File: config.mk
export PLATFORM = sky130hd
export DESIGN_NAME = uart_debug_sched_flat
export DESIGN_NICKNAME = d
export VERILOG_FILES = /design/src/rtl/uart_debug_sched_pkg.sv /design/src/rtl/uart_debug_sched_if.sv /design/src/rtl/uart_debug_sched_dbg_down_timer.sv /design/src/rtl/uart_debug_sched.sv /design/src/flat_wrapper.sv
export SDC_FILE = /design/constraint.sdc
export NUM_CORES = 1
export LEC_CHECK = 0
export ABC_AREA = 1
export CAP_MARGIN = 20
export CELL_PAD_IN_SITES_DETAIL_PLACEMENT = 0
export CELL_PAD_IN_SITES_GLOBAL_PLACEMENT = 2
export CORE_MARGIN = 5
export CORE_UTILIZATION = 28
export CTS_CLUSTER_SIZE = 20
export DETAILED_ROUTE_END_ITERATION = 6
export GPL_TIMING_DRIVEN = 0
export HOLD_SLACK_MARGIN = 0.06
export PLACE_DENSITY = 0.81
export SKIP_CTS_REPAIR_TIMING = 1
export SLEW_MARGIN = 10
export SYNTH_ARGS = -nofsm -noshare
export SYNTH_HDL_FRONTEND = slang
export SYNTH_SLANG_ARGS = --single-unit
export TNS_END_PERCENT = 10
File: constraint.sdc
create_clock -name clk -period 2.05 [get_ports clk]
set_input_delay 0.3075 -clock clk [delete_from_list [all_inputs] [get_ports clk]]
set_output_delay 0.3075 -clock clk [all_outputs]
set_load 0.05 [all_outputs]
File: src/rtl/uart_debug_sched_pkg.sv
// Shared constants for the UART debug scheduler: command bytes, FSM state
// encodings, timing defaults and a small saturating-increment helper.
package uart_debug_sched_pkg;

    localparam logic [7:0] CMD_STEP  = 8'h53;  // 'S'
    localparam logic [7:0] CMD_NSTEP = 8'h4E;  // 'N'
    localparam logic [7:0] CMD_RUN   = 8'h52;  // 'R'
    localparam logic [7:0] CMD_PAUSE = 8'h50;  // 'P'
    localparam logic [7:0] CMD_DUMP  = 8'h44;  // 'D'

    localparam int SEND_HIGH_DEF   = 4;
    localparam int DUMP_CYCLES_DEF = 416570;
    localparam int TIMER_W         = 20;

    typedef enum logic [2:0] {
        ST_IDLE   = 3'd0,
        ST_GETCNT = 3'd1,
        ST_STEP   = 3'd2,
        ST_RUN    = 3'd3,
        ST_TRIG   = 3'd4,
        ST_WAIT   = 3'd5
    } state_t;

    function automatic logic [7:0] sat_inc8(input logic [7:0] v);
        return (v == 8'hFF) ? v : v + 8'd1;
    endfunction

endpackage

File: src/rtl/uart_debug_sched_if.sv
// Bundle of the command input from the UART receiver and the scheduler's
// control/debug outputs. slave = scheduler side, master = driver/observer side.
interface uart_debug_sched_if;
    logic        rx_done;
    logic [7:0]  rx_data;
    logic        cpu_step_en;
    logic        send_clk;
    logic        busy;
    logic [2:0]  state;
    logic [31:0] step_cnt;
    logic [7:0]  drop_cnt;

    modport slave (
        input  rx_done, rx_data,
        output cpu_step_en, send_clk, busy, state, step_cnt, drop_cnt
    );

    modport master (
        output rx_done, rx_data,
        input  cpu_step_en, send_clk, busy, state, step_cnt, drop_cnt
    );
endinterface

File: src/rtl/uart_debug_sched_dbg_down_timer.sv
// Loadable down-counter shared by the STEP count, TRIG hold and WAIT window.
// zero is derived from the count register only, so it is glitch-free.
module dbg_down_timer #(
    parameter int W = 20
) (
    input  logic         clk,
    input  logic         reset,
    input  logic         load,
    input  logic         en,
    input  logic [W-1:0] load_val,
    output logic         zero
);
    logic [W-1:0] cnt_reg;

    // Load takes priority; otherwise count down and park at zero.
    always_ff @(posedge clk or posedge reset) begin
        if (reset) begin
            cnt_reg <= '0;
        end else if (load) begin
            cnt_reg <= load_val;
        end else if (en && (cnt_reg != '0)) begin
            cnt_reg <= cnt_reg - 1'b1;
        end
    end

    assign zero = (cnt_reg == '0);
endmodule

File: src/rtl/uart_debug_sched.sv
// Debug-session scheduler: decodes UART command bytes, gates the CPU clock
// enable for single/N-step and free-run, fires the trace-dump trigger and
// holds off further commands until the dump window has elapsed.
module uart_debug_sched
    import uart_debug_sched_pkg::*;
#(
    parameter int SEND_HIGH   = SEND_HIGH_DEF,
    parameter int DUMP_CYCLES = DUMP_CYCLES_DEF
) (
    input  logic               clk,
    input  logic               reset,
    uart_debug_sched_if.slave  dbg
);
    // Timers are loaded with (length - 1) so the loaded state lasts exactly
    // "length" cycles including the cycle it is entered.
    localparam logic [TIMER_W-1:0] TRIG_LOAD = TIMER_W'(SEND_HIGH - 1);
    localparam logic [TIMER_W-1:0] WAIT_LOAD = TIMER_W'(DUMP_CYCLES - 1);

    state_t       state_reg;
    logic         step_en_reg;
    logic         send_clk_reg;
    logic         busy_reg;
    logic [31:0]  step_cnt_reg;
    logic [7:0]   drop_cnt_reg;

    logic               tmr_load;
    logic               tmr_en;
    logic [TIMER_W-1:0] tmr_val;
    logic               tmr_zero;
    logic               drop_evt;
    logic               known_cmd;

    dbg_down_timer #(.W(TIMER_W)) u_timer (
        .clk      (clk),
        .reset    (reset),
        .load     (tmr_load),
        .en       (tmr_en),
        .load_val (tmr_val),
        .zero     (tmr_zero)
    );

    // Timer control and drop detection, decoded from the current state.
    always_comb begin
        tmr_load  = 1'b0;
        tmr_en    = 1'b0;
        tmr_val   = '0;
        known_cmd = (dbg.rx_data == CMD_STEP) || (dbg.rx_data == CMD_NSTEP) ||
                    (dbg.rx_data == CMD_RUN)  || (dbg.rx_data == CMD_DUMP);
        drop_evt  = 1'b0;
        case (state_reg)
            ST_IDLE: begin
                if (dbg.rx_done) begin
                    drop_evt = !known_cmd;
                    if (dbg.rx_data == CMD_STEP) begin
                        tmr_load = 1'b1;
                        tmr_val  = '0;
                    end else if (dbg.rx_data == CMD_DUMP) begin
                        tmr_load = 1'b1;
                        tmr_val  = TRIG_LOAD;
                    end
                end
            end
            ST_GETCNT: begin
                // count-1 in 8 bits: byte 0 wraps to 255, i.e. 256 steps.
                if (dbg.rx_done) begin
                    tmr_load = 1'b1;
                    tmr_val  = {{(TIMER_W-8){1'b0}}, dbg.rx_data - 8'd1};
                end
            end
            ST_STEP: begin
                drop_evt = dbg.rx_done;
                if (tmr_zero) begin
                    tmr_load = 1'b1;
                    tmr_val  = TRIG_LOAD;
                end else begin
                    tmr_en = 1'b1;
                end
            end
            ST_TRIG: begin
                drop_evt = dbg.rx_done;
                if (tmr_zero) begin
                    tmr_load = 1'b1;
                    tmr_val  = WAIT_LOAD;
                end else begin
                    tmr_en = 1'b1;
                end
            end
            ST_WAIT: begin
                drop_evt = dbg.rx_done;
                tmr_en   = 1'b1;
            end
            ST_RUN: begin
                drop_evt = dbg.rx_done && (dbg.rx_data != CMD_PAUSE);
            end
            default: begin
                tmr_load = 1'b0;
            end
        endcase
    end

    // Main FSM with registered outputs and the two statistics counters.
    always_ff @(posedge clk or posedge reset) begin
        if (reset) begin
            state_reg    <= ST_IDLE;
            step_en_reg  <= 1'b0;
            send_clk_reg <= 1'b0;
            busy_reg     <= 1'b0;
            step_cnt_reg <= '0;
            drop_cnt_reg <= '0;
        end else begin
            step_cnt_reg <= step_cnt_reg + {31'd0, step_en_reg};
            if (drop_evt) begin
                drop_cnt_reg <= sat_inc8(drop_cnt_reg);
            end
            case (state_reg)
                ST_IDLE: begin
                    if (dbg.rx_done) begin
                        case (dbg.rx_data)
                            CMD_STEP: begin
                                state_reg   <= ST_STEP;
                                step_en_reg <= 1'b1;
                                busy_reg    <= 1'b1;
                            end
                            CMD_NSTEP: begin
                                state_reg <= ST_GETCNT;
                                busy_reg  <= 1'b1;
                            end
                            CMD_RUN: begin
                                state_reg   <= ST_RUN;
                                step_en_reg <= 1'b1;
                            end
                            CMD_DUMP: begin
                                state_reg    <= ST_TRIG;
                                send_clk_reg <= 1'b1;
                                busy_reg     <= 1'b1;
                            end
                            default: state_reg <= ST_IDLE;
                        endcase
                    end
                end
                ST_GETCNT: begin
                    if (dbg.rx_done) begin
                        state_reg   <= ST_STEP;
                        step_en_reg <= 1'b1;
                    end
                end
                ST_STEP: begin
                    if (tmr_zero) begin
                        state_reg    <= ST_TRIG;
                        step_en_reg  <= 1'b0;
                        send_clk_reg <= 1'b1;
                    end
                end
                ST_RUN: begin
                    if (dbg.rx_done && (dbg.rx_data == CMD_PAUSE)) begin
                        state_reg   <= ST_IDLE;
                        step_en_reg <= 1'b0;
                    end
                end
                ST_TRIG: begin
                    if (tmr_zero) begin
                        state_reg    <= ST_WAIT;
                        send_clk_reg <= 1'b0;
                    end
                end
                ST_WAIT: begin
                    if (tmr_zero) begin
                        state_reg <= ST_IDLE;
                        busy_reg  <= 1'b0;
                    end
                end
                default: begin
                    state_reg    <= ST_IDLE;
                    step_en_reg  <= 1'b0;
                    send_clk_reg <= 1'b0;
                    busy_reg     <= 1'b0;
                end
            endcase
        end
    end

    assign dbg.cpu_step_en = step_en_reg;
    assign dbg.send_clk    = send_clk_reg;
    assign dbg.busy        = busy_reg;
    assign dbg.state       = state_reg;
    assign dbg.step_cnt    = step_cnt_reg;
    assign dbg.drop_cnt    = drop_cnt_reg;
endmodule

File: src/flat_wrapper.sv
// flat-port wrapper written by rule: the top's interface ports become plain ports
module uart_debug_sched_flat import uart_debug_sched_pkg::*;
#(
    parameter int SEND_HIGH   = SEND_HIGH_DEF,
    parameter int DUMP_CYCLES = DUMP_CYCLES_DEF
)
  (clk, reset, dbg_rx_done, dbg_rx_data, dbg_cpu_step_en, dbg_send_clk, dbg_busy, dbg_state, dbg_step_cnt, dbg_drop_cnt);
  uart_debug_sched_if dbg_i ();
  input  logic clk;
  input  logic reset;
  input wire logic [$bits(dbg_i.rx_done)-1:0] dbg_rx_done;
  input wire logic [$bits(dbg_i.rx_data)-1:0] dbg_rx_data;
  output wire logic [$bits(dbg_i.cpu_step_en)-1:0] dbg_cpu_step_en;
  output wire logic [$bits(dbg_i.send_clk)-1:0] dbg_send_clk;
  output wire logic [$bits(dbg_i.busy)-1:0] dbg_busy;
  output wire logic [$bits(dbg_i.state)-1:0] dbg_state;
  output wire logic [$bits(dbg_i.step_cnt)-1:0] dbg_step_cnt;
  output wire logic [$bits(dbg_i.drop_cnt)-1:0] dbg_drop_cnt;
  assign dbg_i.rx_done = dbg_rx_done;
  assign dbg_i.rx_data = dbg_rx_data;
  assign dbg_cpu_step_en = dbg_i.cpu_step_en;
  assign dbg_send_clk = dbg_i.send_clk;
  assign dbg_busy = dbg_i.busy;
  assign dbg_state = dbg_i.state;
  assign dbg_step_cnt = dbg_i.step_cnt;
  assign dbg_drop_cnt = dbg_i.drop_cnt;
  uart_debug_sched #(.SEND_HIGH(SEND_HIGH), .DUMP_CYCLES(DUMP_CYCLES)) u_core (.clk(clk), .reset(reset), .dbg(dbg_i));
endmodule
==> results by stage <==
Synth:
- Of the total synthesized cell area, the portion taken by XOR and XNOR cells is 8.720%.
- The dominant combinational cell family by area after synthesis is simple AND/OR/NAND/NOR gates.
- A synthesized cell averages 7.081 sq um.
- The synthesized netlist devotes 40.21% of its cell area to simple gates.
- The total standard cell area after synthesis is 4319 sq um.
- Counting flops and latches in the post-synthesis netlist gives 66.
- Counting every instance in the synthesized netlist gives 610.
- Summing the areas of all compound-gate instances in the mapped netlist gives 3.708% of the synthesized area.
- During synthesis, Yosys emitted a total of 0 warnings.
- The distinct cell type count of the synthesized netlist is 36.
- The post-synthesis adder-cell area fraction is 2.607%.
- The multiplexer fraction of the synthesized cell area is 0%.
- When the netlist entered floorplanning its net count stood at 630.
- For this run, the register share of the synthesized area comes to 38.24%.

Critical path:
- The worst setup path is of the reg -> out kind.
- The standard cell with the maximum stage delay on the critical path is clkdlybuf4s50_1.
- Tracing the worst setup path back leads to its startpoint at u_core.dbg.state[0].
- The kind of cell with the highest combined delay along the critical path is buffers and inverters.
- The signal on the critical path passes through clkdlybuf4s50_1.
- Counting both buffers and inverters, the worst setup path holds a total of 1.
- The reg-to-reg endpoint is u_core.dbg.step_cnt[20].
- The critical path data required time is 1740 ps.
- The worst setup path is captured at an output port.
- The worst endpoint data arrival time is 1680 ps.
- The worst setup path is launched from a register.
- Measured in cells, the most critical reg-to-reg path has a length of 10.
- The beginning of the worst register-to-register path is u_core.dbg.cpu_step_en.
- On the worst path, the slowest cell contributes a delay of 860 ps.
- The capturing element of the worst setup path is dbg_state[0].
- For flop-to-flop paths, the worst setup slack is 190 ps.
- In this run the worst path has a maximum fanout of 7.
- The logic depth of the worst setup path including buffers is 1.

STA:
- Setup repair after global routing left no endpoint under its margin.
- The setup-violating endpoint count in the final report is 0.
- The final critical path takes up 96.88% of the cycle.
- For this run, the top clock speed supported by timing is 503.5 MHz.
- The hold violation count in the final report was 0.
- The smallest clock period supported by the final layout is computed as 1986 ps.
- The max-slew violation total from the final report is 0.
- The post-route clock skew is 6.223 ps.
- The final-layout setup total negative slack is 0 ps.
- After layout, the worst setup slack is 63.86 ps.
- At the pin with the least slew margin, the transition time is 786.0 ps.
- The headroom to the max-slew limit is 47.49%.

Placement:
- Summing all placed instances gives a cell area of 5141 sq um.
- The number of input and output port buffers inserted is 56.
- At the end of routability-driven placement, the weighted congestion stood at 0.8020.
- The final HPWL from detailed placement is 9.117 mm.
- The pre-CTS setup slack is -502.6 ps.

Global route:
- Global routing used 14.01% of the available tracks.
- The initial antenna violation count is 0.
- The via count of the first global-routing pass came to 3967.
- The global-route congestion overflow total is 0.
- The wire length of the first global-routing pass is 20.24 mm.
- Entering global routing, the biggest net connects 35 pins.

Clock tree:
- The clock transition time at the flip-flop clock pins of the worst setup and hold paths is 60 ps.
- The number of CTS-inserted buffers is 9.
- The largest buffer count on any clock path is 2.
- The sink count of the clock tree is 66.
- The number of H-tree branching levels is 3.
- The buffer cell driving the clock tree root is clkbuf_16.
- The TritonCTS clock tree is done.
- The clock latency at the later pin of the worst-skew pair is 340 ps.

Drt:
- The number of nets still failing antenna checks after routing is 0.
- The initial DRC count is 268.
- Using the TritonRoute via totals, the vias-per-cell ratio works out to 4.608.
- For this block, the via count after detailed routing is 4050.
- After detailed routing, the average wire length per cell comes to 13.68 um.
- The first TritonRoute pass finished after 4 iterations.
- The routed design has 12.03 mm of wire.
- The remaining design rule violation count is 0.

Outcome:
- The flow ran to the end, and the final reports show no timing, DRC or antenna violations.

Die:
- The initial core utilization is 28.52%.
- The floorplan step set the die height to 134.2 um.
- The floorplan has 45 rows.
- The floorplan step set the die width to 134.2 um.
- The core region is 15150 sq um.
- Pin placement for this block handled 57 I/O pins.
- The floorplan step defined a die boundary enclosing 18010 sq um.

Final layout:
- The number of flip-flops under the largest register name is 32.
- The final net count is 706.
- The share of cells above drive strength 1 is 10.85%.
- The antenna diode instance count is 0.
- The post-route standard cell area excluding fillers is 5580 sq um.
- The fraction of the core area covered by cells at the end of the flow is 36.84%.
- The area growth from synthesis to layout is 29.20%.

Worst hold path:
- The path category of the worst min-delay check is in -> reg.
- In this run the most critical hold path is launched from dbg_rx_data[0].

Power:
- The power per standard cell area is 1244 nW/um^2.
- The static leakage is 2.634 nW.
- The completed layout was analyzed and its total power is 6.940 mW.
- Across the VDD grid, the largest voltage drop is 0.6211 mV.

Job:
- The number of violations of the max-capacitance limit is 0.
==> cells in the mapped netlist <==
cell type / count / share of area, %
nand2_1: 203 / 18
nor2_1: 83 / 7.2
dfrtp_1: 66 / 38
inv_1: 59 / 5.1
nand3_1: 40 / 4.6
xor2_1: 23 / 4.7
nor3_1: 22 / 2.5
xnor2_1: 20 / 4.1
nand4_1: 18 / 2.6
o21ai_0: 13 / 1.5
ha_1: 9 / 2.6
o21ai_1: 8 / 0.93
a21oi_1: 6 / 0.70
nand2_2: 4 / 0.58
nor2_2: 4 / 0.58
inv_2: 3 / 0.26
nand3b_1: 3 / 0.52
nor2_4: 3 / 0.78
buf_6: 2 / 0.52
clkinv_1: 2 / 0.17
nand2_4: 2 / 0.52
nand3_2: 2 / 0.46
or2_2: 2 / 0.29
a211oi_1: 1 / 0.17
a21oi_2: 1 / 0.20
and2_1: 1 / 0.14
buf_2: 1 / 0.12
buf_4: 1 / 0.17
inv_4: 1 / 0.14
nor2_8: 1 / 0.46
nor3_2: 1 / 0.23
nor3_4: 1 / 0.38
nor3b_1: 1 / 0.17
nor4_1: 1 / 0.14
nor4_2: 1 / 0.29
o21ai_2: 1 / 0.20
==> power by group <==
part           leakage [nW]  switching, mW  internal [mW]
Combinational          1.63           2.32           1.21
Sequential            0.879          0.353           1.62
Clock                 0.127          0.623          0.813
Total                  2.63           3.30           3.64
==> area by class of cell <==
class | instances | area [sq um]
Inverter | 65 | 250.2
Sequential cell | 66 | 1654
Fill cell | 1600 | 9565
Multi-Input combinational cell | 475 | 2461
Buffer | 4 | 38.79
Tap cell | 188 | 235.2
Clock inverter | 7 | 46.29
Clock buffer | 9 | 225.2
Timing Repair Buffer | 65 | 669.4
==> layer usage <==
| metal | vias up | share of wire [%] | track usage, % |
|---|---|---|---|
| li1 | 2088 | - | - |
| met1 | 1886 | 48 | 18.53 |
| met2 | 63 | 47 | 22.71 |
| met3 | 13 | 3.6 | 2.926 |
| met4 | 0 | 1.7 | 4.921 |
| met5 | - | 0 | 0 |
==> cell families (layout without fill, tap and decap cells) <==
logic type,count (synthesis),count (layout)
xor+xnor,43,43
compound gates,30,30
flops,66,66
simple gates,393,393
buf+inv,69,150
fa+ha+maj,9,9
==> layout by cell type (no fill, tap or decap), drive strengths merged <==
master           n
a21oi            7
xor2            23
clkinv           6
nand2          209
clkinvlp         4
o21ai           22
inv             62
ha               9
or2              2
nor3b            1
nor2            91
nand3           42
xnor2           20
and2             1
clkbuf          10
clkdlybuf4s50   53
dlymetal6s2s     3
dfrtp           66
nand3b           3
nand4           18
nor4             2
a211oi           1
buf             12
nor3            24
==> per-stage QoR <==
step                std cells  hold WS [ps]
floorplan                 610         451.5
global placement          854         469.2
detailed placement        855         479.9
CTS                       871         474.8
global route              879         409.8
finish                    879         376.9
==> worst min-delay path by stage <==
stage,to,slack [ps],cells past startpoint
after floorplan,u_core.dbg.busy,450,1
after CTS,u_core.u_timer.cnt_reg[6],470,2
after global placement,u_core.dbg.step_cnt[31],470,2
after global routing,u_core.u_timer.cnt_reg[0],410,4
after detailed placement,u_core.dbg.send_clk,480,2
final,u_core.u_timer.cnt_reg[0],380,4
No activity file was read; power rests on OpenSTA's default activity.
